<file path="src/rtl/ddr4_cmd_scheduler_pkg.sv">
// Shared definitions for the DDR4 command scheduler: timing defaults,
// command/request encodings, address field slicing and counter helpers.
package mc_defs;

    // Default DDR4 timing values in clk cycles.
    localparam int T_RP_DEF    = 24;
    localparam int T_RCD_DEF   = 24;
    localparam int T_RAS_DEF   = 52;
    localparam int T_RTP_DEF   = 12;
    localparam int T_WR_DEF    = 20;
    localparam int T_CWD_DEF   = 20;
    localparam int T_BURST_DEF = 4;
    localparam int T_RRD_L_DEF = 6;
    localparam int T_RRD_S_DEF = 4;
    localparam int T_CCD_L_DEF = 8;
    localparam int T_CCD_S_DEF = 4;
    localparam int T_WTR_L_DEF = 12;
    localparam int T_WTR_S_DEF = 4;

    localparam int CNT_W   = 8;
    localparam int CNT_MAX = (1 << CNT_W) - 1;

    typedef logic [CNT_W-1:0] cnt_t;
    typedef logic [32:0]      addr_t;

    typedef enum logic [2:0] {
        CMD_NOP = 3'd0,
        CMD_PRE = 3'd1,
        CMD_ACT = 3'd2,
        CMD_RD  = 3'd3,
        CMD_WR  = 3'd4
    } cmd_type_e;

    typedef enum logic [1:0] {
        OP_READ   = 2'd0,
        OP_WRITE  = 2'd1,
        OP_IFETCH = 2'd2
    } req_op_e;

    typedef enum logic [2:0] {
        S_IDLE     = 3'd0,
        S_CHECK    = 3'd1,
        S_PRE      = 3'd2,
        S_ACT      = 3'd3,
        S_COL      = 3'd4,
        S_AUTO_PRE = 3'd5
    } sched_state_e;

    function automatic logic [14:0] addr_row(addr_t a);
        return a[32:18];
    endfunction

    function automatic logic [10:0] addr_col(addr_t a);
        return {a[17:10], a[5:3]};
    endfunction

    function automatic logic [1:0] addr_bank(addr_t a);
        return a[9:8];
    endfunction

    function automatic logic [1:0] addr_bg(addr_t a);
        return a[7:6];
    endfunction

    // A counter holds "cycles until permitted minus one" once registered, so
    // a constraint of N loaded at issue cycle t reaches zero at exactly t+N.
    function automatic cnt_t cnt_load(int n);
        return (n > 0) ? cnt_t'(n - 1) : '0;
    endfunction

    function automatic cnt_t cnt_dec(cnt_t c);
        return (c != '0) ? c - cnt_t'(1) : '0;
    endfunction

    function automatic cnt_t cnt_max(cnt_t a, cnt_t b);
        return (a > b) ? a : b;
    endfunction

endpackage

</file>
<file path="src/rtl/ddr4_cmd_scheduler_bank_timer.sv">
// Per-bank state: open flag, open row and the ACT/column/PRE spacing counters.
module ddr4_bank_timer
    import mc_defs::*;
#(
    parameter int T_RP     = T_RP_DEF,
    parameter int T_RCD    = T_RCD_DEF,
    parameter int T_RAS    = T_RAS_DEF,
    parameter int T_RTP    = T_RTP_DEF,
    parameter int T_WR_PRE = T_CWD_DEF + T_BURST_DEF + T_WR_DEF
) (
    input  logic        clk,
    input  logic        rst,
    input  logic        do_pre,
    input  logic        do_act,
    input  logic        do_rd,
    input  logic        do_wr,
    input  logic [14:0] act_row,
    output logic        is_open,
    output logic [14:0] open_row,
    output logic        can_act,
    output logic        can_col,
    output logic        can_pre
);

    localparam cnt_t RP_LD     = cnt_load(T_RP);
    localparam cnt_t RCD_LD    = cnt_load(T_RCD);
    localparam cnt_t RAS_LD    = cnt_load(T_RAS);
    localparam cnt_t RTP_LD    = cnt_load(T_RTP);
    localparam cnt_t WR_PRE_LD = cnt_load(T_WR_PRE);

    logic        open_q, open_d;
    logic [14:0] row_q, row_d;
    cnt_t        act_cnt_q, act_cnt_d;
    cnt_t        col_cnt_q, col_cnt_d;
    cnt_t        pre_cnt_q, pre_cnt_d;

    // Count down every cycle; reload on the command that creates a constraint.
    always_comb begin
        open_d    = open_q;
        row_d     = row_q;
        act_cnt_d = cnt_dec(act_cnt_q);
        col_cnt_d = cnt_dec(col_cnt_q);
        pre_cnt_d = cnt_dec(pre_cnt_q);
        if (do_pre) begin
            open_d    = 1'b0;
            act_cnt_d = RP_LD;
        end
        if (do_act) begin
            open_d    = 1'b1;
            row_d     = act_row;
            col_cnt_d = RCD_LD;
            pre_cnt_d = RAS_LD;
        end
        if (do_rd) begin
            pre_cnt_d = cnt_max(cnt_dec(pre_cnt_q), RTP_LD);
        end
        if (do_wr) begin
            pre_cnt_d = cnt_max(cnt_dec(pre_cnt_q), WR_PRE_LD);
        end
    end

    // Bank state register.
    always_ff @(posedge clk or posedge rst) begin
        if (rst) begin
            open_q    <= 1'b0;
            row_q     <= '0;
            act_cnt_q <= '0;
            col_cnt_q <= '0;
            pre_cnt_q <= '0;
        end else begin
            open_q    <= open_d;
            row_q     <= row_d;
            act_cnt_q <= act_cnt_d;
            col_cnt_q <= col_cnt_d;
            pre_cnt_q <= pre_cnt_d;
        end
    end

    assign is_open  = open_q;
    assign open_row = row_q;
    assign can_act  = (act_cnt_q == '0);
    assign can_col  = (col_cnt_q == '0);
    assign can_pre  = (pre_cnt_q == '0);

endmodule

</file>
<file path="src/rtl/ddr4_cmd_scheduler.sv">
// Single-request DDR4 command sequencer (open-page by default).
// Define MC_CLOSED_PAGE_EN to auto-precharge the bank after every RD/WR.
// Handshake: a request transfers in a cycle where req_valid && req_ready;
// req_ready is high only in IDLE and the request fields are latched then.
module ddr4_cmd_scheduler
    import mc_defs::*;
#(
    parameter int T_RP    = T_RP_DEF,
    parameter int T_RCD   = T_RCD_DEF,
    parameter int T_RAS   = T_RAS_DEF,
    parameter int T_RTP   = T_RTP_DEF,
    parameter int T_WR    = T_WR_DEF,
    parameter int T_CWD   = T_CWD_DEF,
    parameter int T_BURST = T_BURST_DEF,
    parameter int T_RRD_L = T_RRD_L_DEF,
    parameter int T_RRD_S = T_RRD_S_DEF,
    parameter int T_CCD_L = T_CCD_L_DEF,
    parameter int T_CCD_S = T_CCD_S_DEF,
    parameter int T_WTR_L = T_WTR_L_DEF,
    parameter int T_WTR_S = T_WTR_S_DEF
) (
    input  logic        clk,
    input  logic        rst,
    input  logic        req_valid,
    output logic        req_ready,
    input  logic [1:0]  req_op,
    input  logic [32:0] req_addr,
    output logic        cmd_valid,
    output logic [2:0]  cmd_type,
    output logic [1:0]  cmd_bg,
    output logic [1:0]  cmd_bank,
    output logic [14:0] cmd_row,
    output logic [10:0] cmd_col,
    output logic        page_hit,
    output logic        busy
);

    localparam int WR_PRE  = T_CWD + T_BURST + T_WR;
    localparam int WTR_L_G = T_CWD + T_BURST + T_WTR_L;
    localparam int WTR_S_G = T_CWD + T_BURST + T_WTR_S;

    if (T_RP > CNT_MAX || T_RCD > CNT_MAX || T_RAS > CNT_MAX || T_RTP > CNT_MAX ||
        WR_PRE > CNT_MAX || WTR_L_G > CNT_MAX || WTR_S_G > CNT_MAX ||
        T_RRD_L > CNT_MAX || T_RRD_S > CNT_MAX || T_CCD_L > CNT_MAX ||
        T_CCD_S > CNT_MAX) begin : g_timing_range_check
        $error("ddr4_cmd_scheduler: timing value exceeds the 8-bit counter range");
    end

    localparam cnt_t RRD_L_LD = cnt_load(T_RRD_L);
    localparam cnt_t RRD_S_LD = cnt_load(T_RRD_S);
    localparam cnt_t CCD_L_LD = cnt_load(T_CCD_L);
    localparam cnt_t CCD_S_LD = cnt_load(T_CCD_S);
    localparam cnt_t WTR_L_LD = cnt_load(WTR_L_G);
    localparam cnt_t WTR_S_LD = cnt_load(WTR_S_G);

    sched_state_e state_q, state_d;
    logic         is_wr_q, is_wr_d;
    logic         hit_q, hit_d;
    logic [14:0]  row_q, row_d;
    logic [10:0]  col_q, col_d;
    logic [1:0]   bg_q, bg_d;
    logic [1:0]   bank_q, bank_d;
    logic [3:0]   idx;

    // Global spacing counters; the _l/_s pairs cover same/different bank group.
    cnt_t         rrd_l_q, rrd_l_d, rrd_s_q, rrd_s_d;
    cnt_t         ccd_l_q, ccd_l_d, ccd_s_q, ccd_s_d;
    cnt_t         wtr_l_q, wtr_l_d, wtr_s_q, wtr_s_d;
    logic [1:0]   last_act_bg_q, last_act_bg_d;
    logic [1:0]   last_col_bg_q, last_col_bg_d;
    logic [1:0]   last_wr_bg_q, last_wr_bg_d;

    logic [1:0]   cmd_bg_q, cmd_bg_d, cmd_bank_q, cmd_bank_d;
    logic [14:0]  cmd_row_q, cmd_row_d;
    logic [10:0]  cmd_col_q, cmd_col_d;

    logic         issue;
    cmd_type_e    issue_type;
    logic         is_col_cmd;
    logic         rrd_ok, ccd_ok, wtr_ok;

    logic [15:0]  bank_open, can_act_v, can_col_v, can_pre_v;
    logic [14:0]  bank_row [16];
    logic [15:0]  do_pre_v, do_act_v, do_rd_v, do_wr_v;
    logic [15:0]  idx_onehot;

    assign idx        = {bg_q, bank_q};
    assign idx_onehot = 16'd1 << idx;
    assign is_col_cmd = issue && (issue_type == CMD_RD || issue_type == CMD_WR);

    assign do_pre_v = (issue && issue_type == CMD_PRE) ? idx_onehot : '0;
    assign do_act_v = (issue && issue_type == CMD_ACT) ? idx_onehot : '0;
    assign do_rd_v  = (issue && issue_type == CMD_RD)  ? idx_onehot : '0;
    assign do_wr_v  = (issue && issue_type == CMD_WR)  ? idx_onehot : '0;

    for (genvar i = 0; i < 16; i++) begin : g_bank
        ddr4_bank_timer #(
            .T_RP     (T_RP),
            .T_RCD    (T_RCD),
            .T_RAS    (T_RAS),
            .T_RTP    (T_RTP),
            .T_WR_PRE (WR_PRE)
        ) u_timer (
            .clk      (clk),
            .rst      (rst),
            .do_pre   (do_pre_v[i]),
            .do_act   (do_act_v[i]),
            .do_rd    (do_rd_v[i]),
            .do_wr    (do_wr_v[i]),
            .act_row  (row_q),
            .is_open  (bank_open[i]),
            .open_row (bank_row[i]),
            .can_act  (can_act_v[i]),
            .can_col  (can_col_v[i]),
            .can_pre  (can_pre_v[i])
        );
    end

    assign rrd_ok = (rrd_s_q == '0) && ((bg_q != last_act_bg_q) || (rrd_l_q == '0));
    assign ccd_ok = (ccd_s_q == '0) && ((bg_q != last_col_bg_q) || (ccd_l_q == '0));
    assign wtr_ok = (wtr_s_q == '0) && ((bg_q != last_wr_bg_q) || (wtr_l_q == '0));

    // Next-state and command issue: at most one command per cycle.
    always_comb begin
        state_d    = state_q;
        is_wr_d    = is_wr_q;
        hit_d      = hit_q;
        row_d      = row_q;
        col_d      = col_q;
        bg_d       = bg_q;
        bank_d     = bank_q;
        issue      = 1'b0;
        issue_type = CMD_NOP;
        case (state_q)
            S_IDLE: begin
                if (req_valid) begin
                    is_wr_d = (req_op == OP_WRITE);
                    row_d   = addr_row(req_addr);
                    col_d   = addr_col(req_addr);
                    bg_d    = addr_bg(req_addr);
                    bank_d  = addr_bank(req_addr);
                    state_d = S_CHECK;
                end
            end
            S_CHECK: begin
                hit_d = 1'b0;
                if (bank_open[idx] && bank_row[idx] == row_q) begin
                    hit_d   = 1'b1;
                    state_d = S_COL;
                end else if (!bank_open[idx]) begin
                    state_d = S_ACT;
                end else begin
                    state_d = S_PRE;
                end
            end
            S_PRE: begin
                if (can_pre_v[idx]) begin
                    issue      = 1'b1;
                    issue_type = CMD_PRE;
                    state_d    = S_ACT;
                end
            end
            S_ACT: begin
                if (can_act_v[idx] && rrd_ok) begin
                    issue      = 1'b1;
                    issue_type = CMD_ACT;
                    state_d    = S_COL;
                end
            end
            S_COL: begin
                if (can_col_v[idx] && ccd_ok && (is_wr_q || wtr_ok)) begin
                    issue      = 1'b1;
                    issue_type = is_wr_q ? CMD_WR : CMD_RD;
`ifdef MC_CLOSED_PAGE_EN
                    state_d    = S_AUTO_PRE;
`else
                    state_d    = S_IDLE;
`endif
                end
            end
            S_AUTO_PRE: begin
                if (can_pre_v[idx]) begin
                    issue      = 1'b1;
                    issue_type = CMD_PRE;
                    state_d    = S_IDLE;
                end
            end
            default: state_d = S_IDLE;
        endcase
    end

    // Global ACT/column/write-to-read spacing and the held command fields.
    always_comb begin
        rrd_l_d       = cnt_dec(rrd_l_q);
        rrd_s_d       = cnt_dec(rrd_s_q);
        ccd_l_d       = cnt_dec(ccd_l_q);
        ccd_s_d       = cnt_dec(ccd_s_q);
        wtr_l_d       = cnt_dec(wtr_l_q);
        wtr_s_d       = cnt_dec(wtr_s_q);
        last_act_bg_d = last_act_bg_q;
        last_col_bg_d = last_col_bg_q;
        last_wr_bg_d  = last_wr_bg_q;
        cmd_bg_d      = cmd_bg_q;
        cmd_bank_d    = cmd_bank_q;
        cmd_row_d     = cmd_row_q;
        cmd_col_d     = cmd_col_q;
        if (issue) begin
            cmd_bg_d   = bg_q;
            cmd_bank_d = bank_q;
            cmd_row_d  = row_q;
            cmd_col_d  = col_q;
        end
        if (issue && issue_type == CMD_ACT) begin
            rrd_l_d       = RRD_L_LD;
            rrd_s_d       = RRD_S_LD;
            last_act_bg_d = bg_q;
        end
        if (is_col_cmd) begin
            ccd_l_d       = CCD_L_LD;
            ccd_s_d       = CCD_S_LD;
            last_col_bg_d = bg_q;
        end
        if (issue && issue_type == CMD_WR) begin
            wtr_l_d      = WTR_L_LD;
            wtr_s_d      = WTR_S_LD;
            last_wr_bg_d = bg_q;
        end
    end

    // State, request and counter registers; reset drops any in-flight request.
    always_ff @(posedge clk or posedge rst) begin
        if (rst) begin
            state_q       <= S_IDLE;
            is_wr_q       <= 1'b0;
            hit_q         <= 1'b0;
            row_q         <= '0;
            col_q         <= '0;
            bg_q          <= '0;
            bank_q        <= '0;
            rrd_l_q       <= '0;
            rrd_s_q       <= '0;
            ccd_l_q       <= '0;
            ccd_s_q       <= '0;
            wtr_l_q       <= '0;
            wtr_s_q       <= '0;
            last_act_bg_q <= '0;
            last_col_bg_q <= '0;
            last_wr_bg_q  <= '0;
            cmd_bg_q      <= '0;
            cmd_bank_q    <= '0;
            cmd_row_q     <= '0;
            cmd_col_q     <= '0;
        end else begin
            state_q       <= state_d;
            is_wr_q       <= is_wr_d;
            hit_q         <= hit_d;
            row_q         <= row_d;
            col_q         <= col_d;
            bg_q          <= bg_d;
            bank_q        <= bank_d;
            rrd_l_q       <= rrd_l_d;
            rrd_s_q       <= rrd_s_d;
            ccd_l_q       <= ccd_l_d;
            ccd_s_q       <= ccd_s_d;
            wtr_l_q       <= wtr_l_d;
            wtr_s_q       <= wtr_s_d;
            last_act_bg_q <= last_act_bg_d;
            last_col_bg_q <= last_col_bg_d;
            last_wr_bg_q  <= last_wr_bg_d;
            cmd_bg_q      <= cmd_bg_d;
            cmd_bank_q    <= cmd_bank_d;
            cmd_row_q     <= cmd_row_d;
            cmd_col_q     <= cmd_col_d;
        end
    end

    assign req_ready = (state_q == S_IDLE);
    assign busy      = (state_q != S_IDLE);
    assign cmd_valid = issue;
    assign cmd_type  = issue_type;
    assign cmd_bg    = cmd_bg_d;
    assign cmd_bank  = cmd_bank_d;
    assign cmd_row   = cmd_row_d;
    assign cmd_col   = cmd_col_d;

`ifdef MC_CLOSED_PAGE_EN
    assign page_hit = 1'b0;
`else
    assign page_hit = is_col_cmd && hit_q;
`endif

endmodule

</file>
<file path="config.mk">
export PLATFORM = sky130hd
export DESIGN_NAME = ddr4_cmd_scheduler
export DESIGN_NICKNAME = d
export VERILOG_FILES = /design/src/rtl/ddr4_cmd_scheduler_pkg.sv /design/src/rtl/ddr4_cmd_scheduler_bank_timer.sv /design/src/rtl/ddr4_cmd_scheduler.sv
export SDC_FILE = /design/constraint.sdc
export NUM_CORES = 2
export LEC_CHECK = 0
export ABC_AREA = 1
export CORE_MARGIN = 1.5
export CORE_UTILIZATION = 55
export CTS_CLUSTER_SIZE = 12
export DETAILED_ROUTE_END_ITERATION = 7
export PLACE_DENSITY = 0.83
export SYNTH_ARGS = -nofsm -noshare
export SYNTH_HDL_FRONTEND = slang
export SYNTH_SLANG_ARGS = --single-unit
</file>
<file path="constraint.sdc">
create_clock -name clk -period 34.9 [get_ports clk]
set_input_delay 5.235 -clock clk [delete_from_list [all_inputs] [get_ports clk]]
set_output_delay 5.235 -clock clk [all_outputs]
set_load 0.005 [all_outputs]
</file>
==> results list <==
* Total leakage power: slightly above 20 nW
- Class of the tightest hold or removal check: flip-flop to flip-flop
* Total die area: 0.0708 mm2
- Arrival time of the worst setup path: between 5 and 6 ns
* I/O Pins: 75
- In this run the number of H-tree levels came out at 3.
- GRT Total Usage: a little over a quarter
- In the final timing run, aggregate negative setup slack is 0 ns.
- For this design the ratio of total power to cell area is 88.3 mW/mm2.
- Largest clock skew in the final design: between 0.02 and 0.025 ns
* Buf+Inv Stages, Crit Path: 7
* Cell area after synthesis: roughly 0.038 mm2
- For this run, the share of the core covered by cells in the final layout is between 60% and 70%.
- Among all cell types in the netlist, the one instantiated most often is sky130_fd_sc_hd__nand2_1.
* Distinct cell type count after synthesis: 52
- Of the total power, registers draw about two fifths.
* Worst-path cell chain: nor2_4 > buf_4 > clkinv_1 > nor2_1 > inv_1 > o21ai_1 > nor2_1 > nand2_1 > nand2_1 > nand4_1 > a31oi_1 > buf_4 > inv_1 > buf_4 > nand2_1 > o21ai_0 > clkdlybuf4s50_1
- For this run, the top clock speed supported by timing is around 95 MHz.
- The area growth from synthesis to layout is 10.6%.
- DRT antenna net count: 0
- Warnings, synthesis: 0
- Setup repair after global routing left no endpoint under its margin.
- Cts hold-fix bufs: 0
* Number of flip-flops and latches in the synthesized netlist: 759
* Share of flip-flops with an asynchronous set or reset after synthesis: 100%
- Max-cap violations in this run came to 0.
- Count of final hold-check violations: 0
* Synth Flop Type: sky130_fd_sc_hd__dfrtp_1
- DRC viols: 1
- For the worst-skew pair, the clock arrives at the later sink with an insertion delay of around 0.65 ns.
- Top metal layer carrying routed signals: met4
* Average wire per cell in the routed design: between 15 and 20 um
- For this run, the slowest stage of the critical path takes approximately 0.62 ns.
- Initial Util: a little under three fifths
* Maximum fanout along the worst path: 37
* Number of design-rule violations left by the first detailed-router iteration: 3158
- Routability congestion estimate from global placement: 0.920
* Total wire length after detailed routing: 94300 um
* Global-route wire length before repair: approximately 150000 um
- Least-Margin Pin Slew: 0.989 ns
- Data on the critical path is required at its endpoint by roughly 30 ns.
- Setup violations remaining at the end of the flow were counted as 0.
- After technology mapping, the gate count stands at 4801.
* Initial antenna violation count: 1
- Vias post-DR: ~32000
- The clock net in this run drives a total of ~760 sinks.
- TritonRoute pass-1 iters: 8
* Detailed-route wire length on metal 1: between 30000 and 40000 um
- After detailed routing, the number of vias per cell comes to between 5 and 6.
- Row count: 96
- Slew HR: 33.5%
- The largest individual stage delay along the critical path comes from the cell sky130_fd_sc_hd__clkinv_1.
* HPWL after detailed placement: 59900 um
- After global routing the overflow that remains totals 0.
- Net switching is 40.6% of the power.
- Die height: between 200 and 300 um
- The final reports fail on DRC.
- Number of enable flip-flop cells after synthesis: 0
- Part of the total power dissipated in combinational logic: between 30% and 40%
* Number of global-route vias before repair: 31000
* Internal power consumption: between 2 and 2.5 mW
* Pins over their slew limit: 0
- Crit path launch type: flip-flop
- The routed design uses 7370 um of met3 wire.
- Gates resized during post-CTS repair numbered 0.
- Kind of end point of the critical path: primary output
- In the final layout, the share of cells above drive strength 1 is under 10%.
- Synthesis produced a netlist with a net count of a little under 5000.
* Mean post-synth cell area: between 7 and 8 um2
* Status: finished with violations
- Master cell of the clock root buffer: sky130_fd_sc_hd__clkbuf_16
- The share of synthesized area in the top cell type comes to 49.9%.
- The net count of the finished layout is just under 5000.
* CTS tree: built
- Kind of cell adding the most delay to the critical path: buffers and inverters
* Clock transition at the register clock pins on the worst setup and hold paths after CTS: 0.06 ns
- Proportion of power drawn by the clock network: ~22%
* List of most frequent post-synthesis cells: sky130_fd_sc_hd__nand2_1, sky130_fd_sc_hd__dfrtp_1, sky130_fd_sc_hd__inv_1
* Clock period minus worst slack: between 10 and 15 ns
- Final period utilization: roughly 30%
* Worst VDD drop: ~0.043 mV
* Critical path type: flip-flop to primary output
- Ranked by total cell area, the synthesized netlist is headed by sky130_fd_sc_hd__dfrtp_1, sky130_fd_sc_hd__nand2_1, sky130_fd_sc_hd__o21ai_0.
- Summed over all nets, wire length on met2 after detailed routing comes to approximately 44000 um.
- Sequential-to-total area share from yosys stat: between 40% and 50%
- Maximum buffer depth of the clock tree: 3
- Die X-Extent: 266 um
- Post-CTS Repair Setup Buffers: 0
- The floorplan step defined a core boundary enclosing between 0.06 and 0.07 mm2.
- The synthesized design spends more area on one cell type than any other, namely sky130_fd_sc_hd__dfrtp_1.
- Total CTS buffers: 80
- For this design the total switching power over the nets is approximately 1.5 mW.
- In this run the tool buffered the top-level ports with 71 buffer cells.
- Entering global routing, the biggest net connects 162 pins.
-- registers in the layout, indices dropped and copies added (netlist names), 3 cells and up --
| signal | cells |
|---|---|
| ccd_l_q | 8 |
| g_bank.u_timer.pre_cnt_q | 128 |
| row_q | 15 |
| cmd_row_q | 15 |
| cmd_col_q | 11 |
| g_bank.u_timer.col_cnt_q | 128 |
| col_q | 11 |
| g_bank.u_timer.open_row | 240 |
| rrd_l_q | 8 |
| state_q | 3 |
| rrd_s_q | 8 |
| g_bank.u_timer.act_cnt_q | 128 |
| g_bank.u_timer.is_open | 16 |
| wtr_l_q | 8 |
| ccd_s_q | 8 |
| wtr_s_q | 8 |
-- metal layers --
metal	vias up	track usage (%)
li1	15600	-
met1	15300	35.1
met2	1205	43.6
met3	271	4.88
met4	0	11.6
met5	-	0
-- area by class of cell --
class                           instances  area, um2
Fill cell                            5620      26500
Sequential cell                       759      19000
Multi-Input combinational cell       3308      16200
Clock buffer                          116       2250
Inverter                              586       2210
Tap cell                              931       1160
Timing Repair Buffer                  108       1000
Clock inverter                         15        278
Antenna cell                            1       2.50
-- worst paths after layout --
check	start	endpoint	slack, ns	cells after the start
max reg2reg	bank_q[1]$_DFFE_PP0P_	g_bank[11].u_timer.open_row[9]$_DFFE_PP0P_	30.15	15
min	g_bank[4].u_timer.col_cnt_q[0]$_DFF_PP0_	g_bank[4].u_timer.col_cnt_q[0]$_DFF_PP0_	0.47	1
max in group asynchronous	rst	wtr_l_q[7]$_DFF_PP0_	26.70	5
max	bank_q[1]$_DFFE_PP0P_	cmd_row[0]	24.42	17
min in group asynchronous	rst	g_bank[11].u_timer.col_cnt_q[3]$_DFF_PP0_	5.13	2
min reg2reg	g_bank[4].u_timer.col_cnt_q[0]$_DFF_PP0_	g_bank[4].u_timer.col_cnt_q[0]$_DFF_PP0_	0.47	1
-- power groups by stage --
stage / Clock (mW) / Sequential, mW / Combinational [mW]
finish: 0.833 / 1.44 / 1.45
global route: 0.880 / 1.48 / 1.64
global placement: 0 / 1.43 / 1.35
floorplan: 0 / 1.39 / 1.08
detailed placement: 0 / 1.44 / 1.41
CTS: 0.846 / 1.43 / 1.43
-- cells in the final DEF (no fill, tap or decap), types with 5 or more instances in the layout --
master                            Yosys  final
sky130_fd_sc_hd__nor3b_1              7      7
sky130_fd_sc_hd__nor3_1             154    154
sky130_fd_sc_hd__nor2_4               5      9
sky130_fd_sc_hd__ha_1                73     73
sky130_fd_sc_hd__o22ai_1             17     17
sky130_fd_sc_hd__nor4_1              11     11
sky130_fd_sc_hd__o2111ai_1           16     16
sky130_fd_sc_hd__nor2_1             566    564
sky130_fd_sc_hd__a211oi_1             8      8
sky130_fd_sc_hd__o221ai_1             6      6
sky130_fd_sc_hd__o21ai_1             61     61
sky130_fd_sc_hd__inv_2               11     11
sky130_fd_sc_hd__inv_1              574    573
sky130_fd_sc_hd__o21ai_0            459    459
sky130_fd_sc_hd__or2_2               31     31
sky130_fd_sc_hd__o21ai_2              7      7
sky130_fd_sc_hd__nand3_1            248    248
sky130_fd_sc_hd__o211ai_1            27     27
sky130_fd_sc_hd__nand2_1           1159   1159
sky130_fd_sc_hd__nand4_1             97     97
sky130_fd_sc_hd__nand2_2              6      6
sky130_fd_sc_hd__o31ai_1              8      8
sky130_fd_sc_hd__clkbuf_1            69     26
sky130_fd_sc_hd__xor2_1             100    100
sky130_fd_sc_hd__clkbuf_8             0      9
sky130_fd_sc_hd__dfrtp_1            759    758
sky130_fd_sc_hd__clkbuf_16            0     81
sky130_fd_sc_hd__nor2_2              23     21
sky130_fd_sc_hd__a21oi_1            104    104
sky130_fd_sc_hd__nand3b_1             5      5
sky130_fd_sc_hd__xnor2_1             46     46
sky130_fd_sc_hd__clkinv_2             0      5
sky130_fd_sc_hd__a31oi_1              8      8
sky130_fd_sc_hd__buf_4                4     36
sky130_fd_sc_hd__a22oi_1             31     31
sky130_fd_sc_hd__clkdlybuf4s50_1      0     71
-- stage by stage --
stage / instances / area, um2 / worst slack (ns) / hold slack (ns) / power [mW]
final: 5824 / 42100 / 24.42 / 0.467 / 3.72
after global placement: 5692 / 39600 / 25.27 / 0.451 / 2.78
after global routing: 5823 / 42100 / 24.15 / 0.481 / 3.99
after floorplan: 4801 / 38100 / 8.36 / 0.436 / 2.48
after detailed placement: 5692 / 39600 / 25.23 / 0.459 / 2.85
after CTS: 5823 / 42100 / 24.52 / 0.471 / 3.71
-- cells by family (layout without fill, tap and decap cells) --
group	Yosys count	after routing	synth area share (%)
simple gates	2324	2324	25.7
flops	759	759	49.9
fa+ha+maj	73	73	2.40
xor+xnor	146	146	3.36
other cells	0	1	0
buf+inv	734	825	7.60
compound gates	765	765	11.0
(Power assumes the default switching activity.)
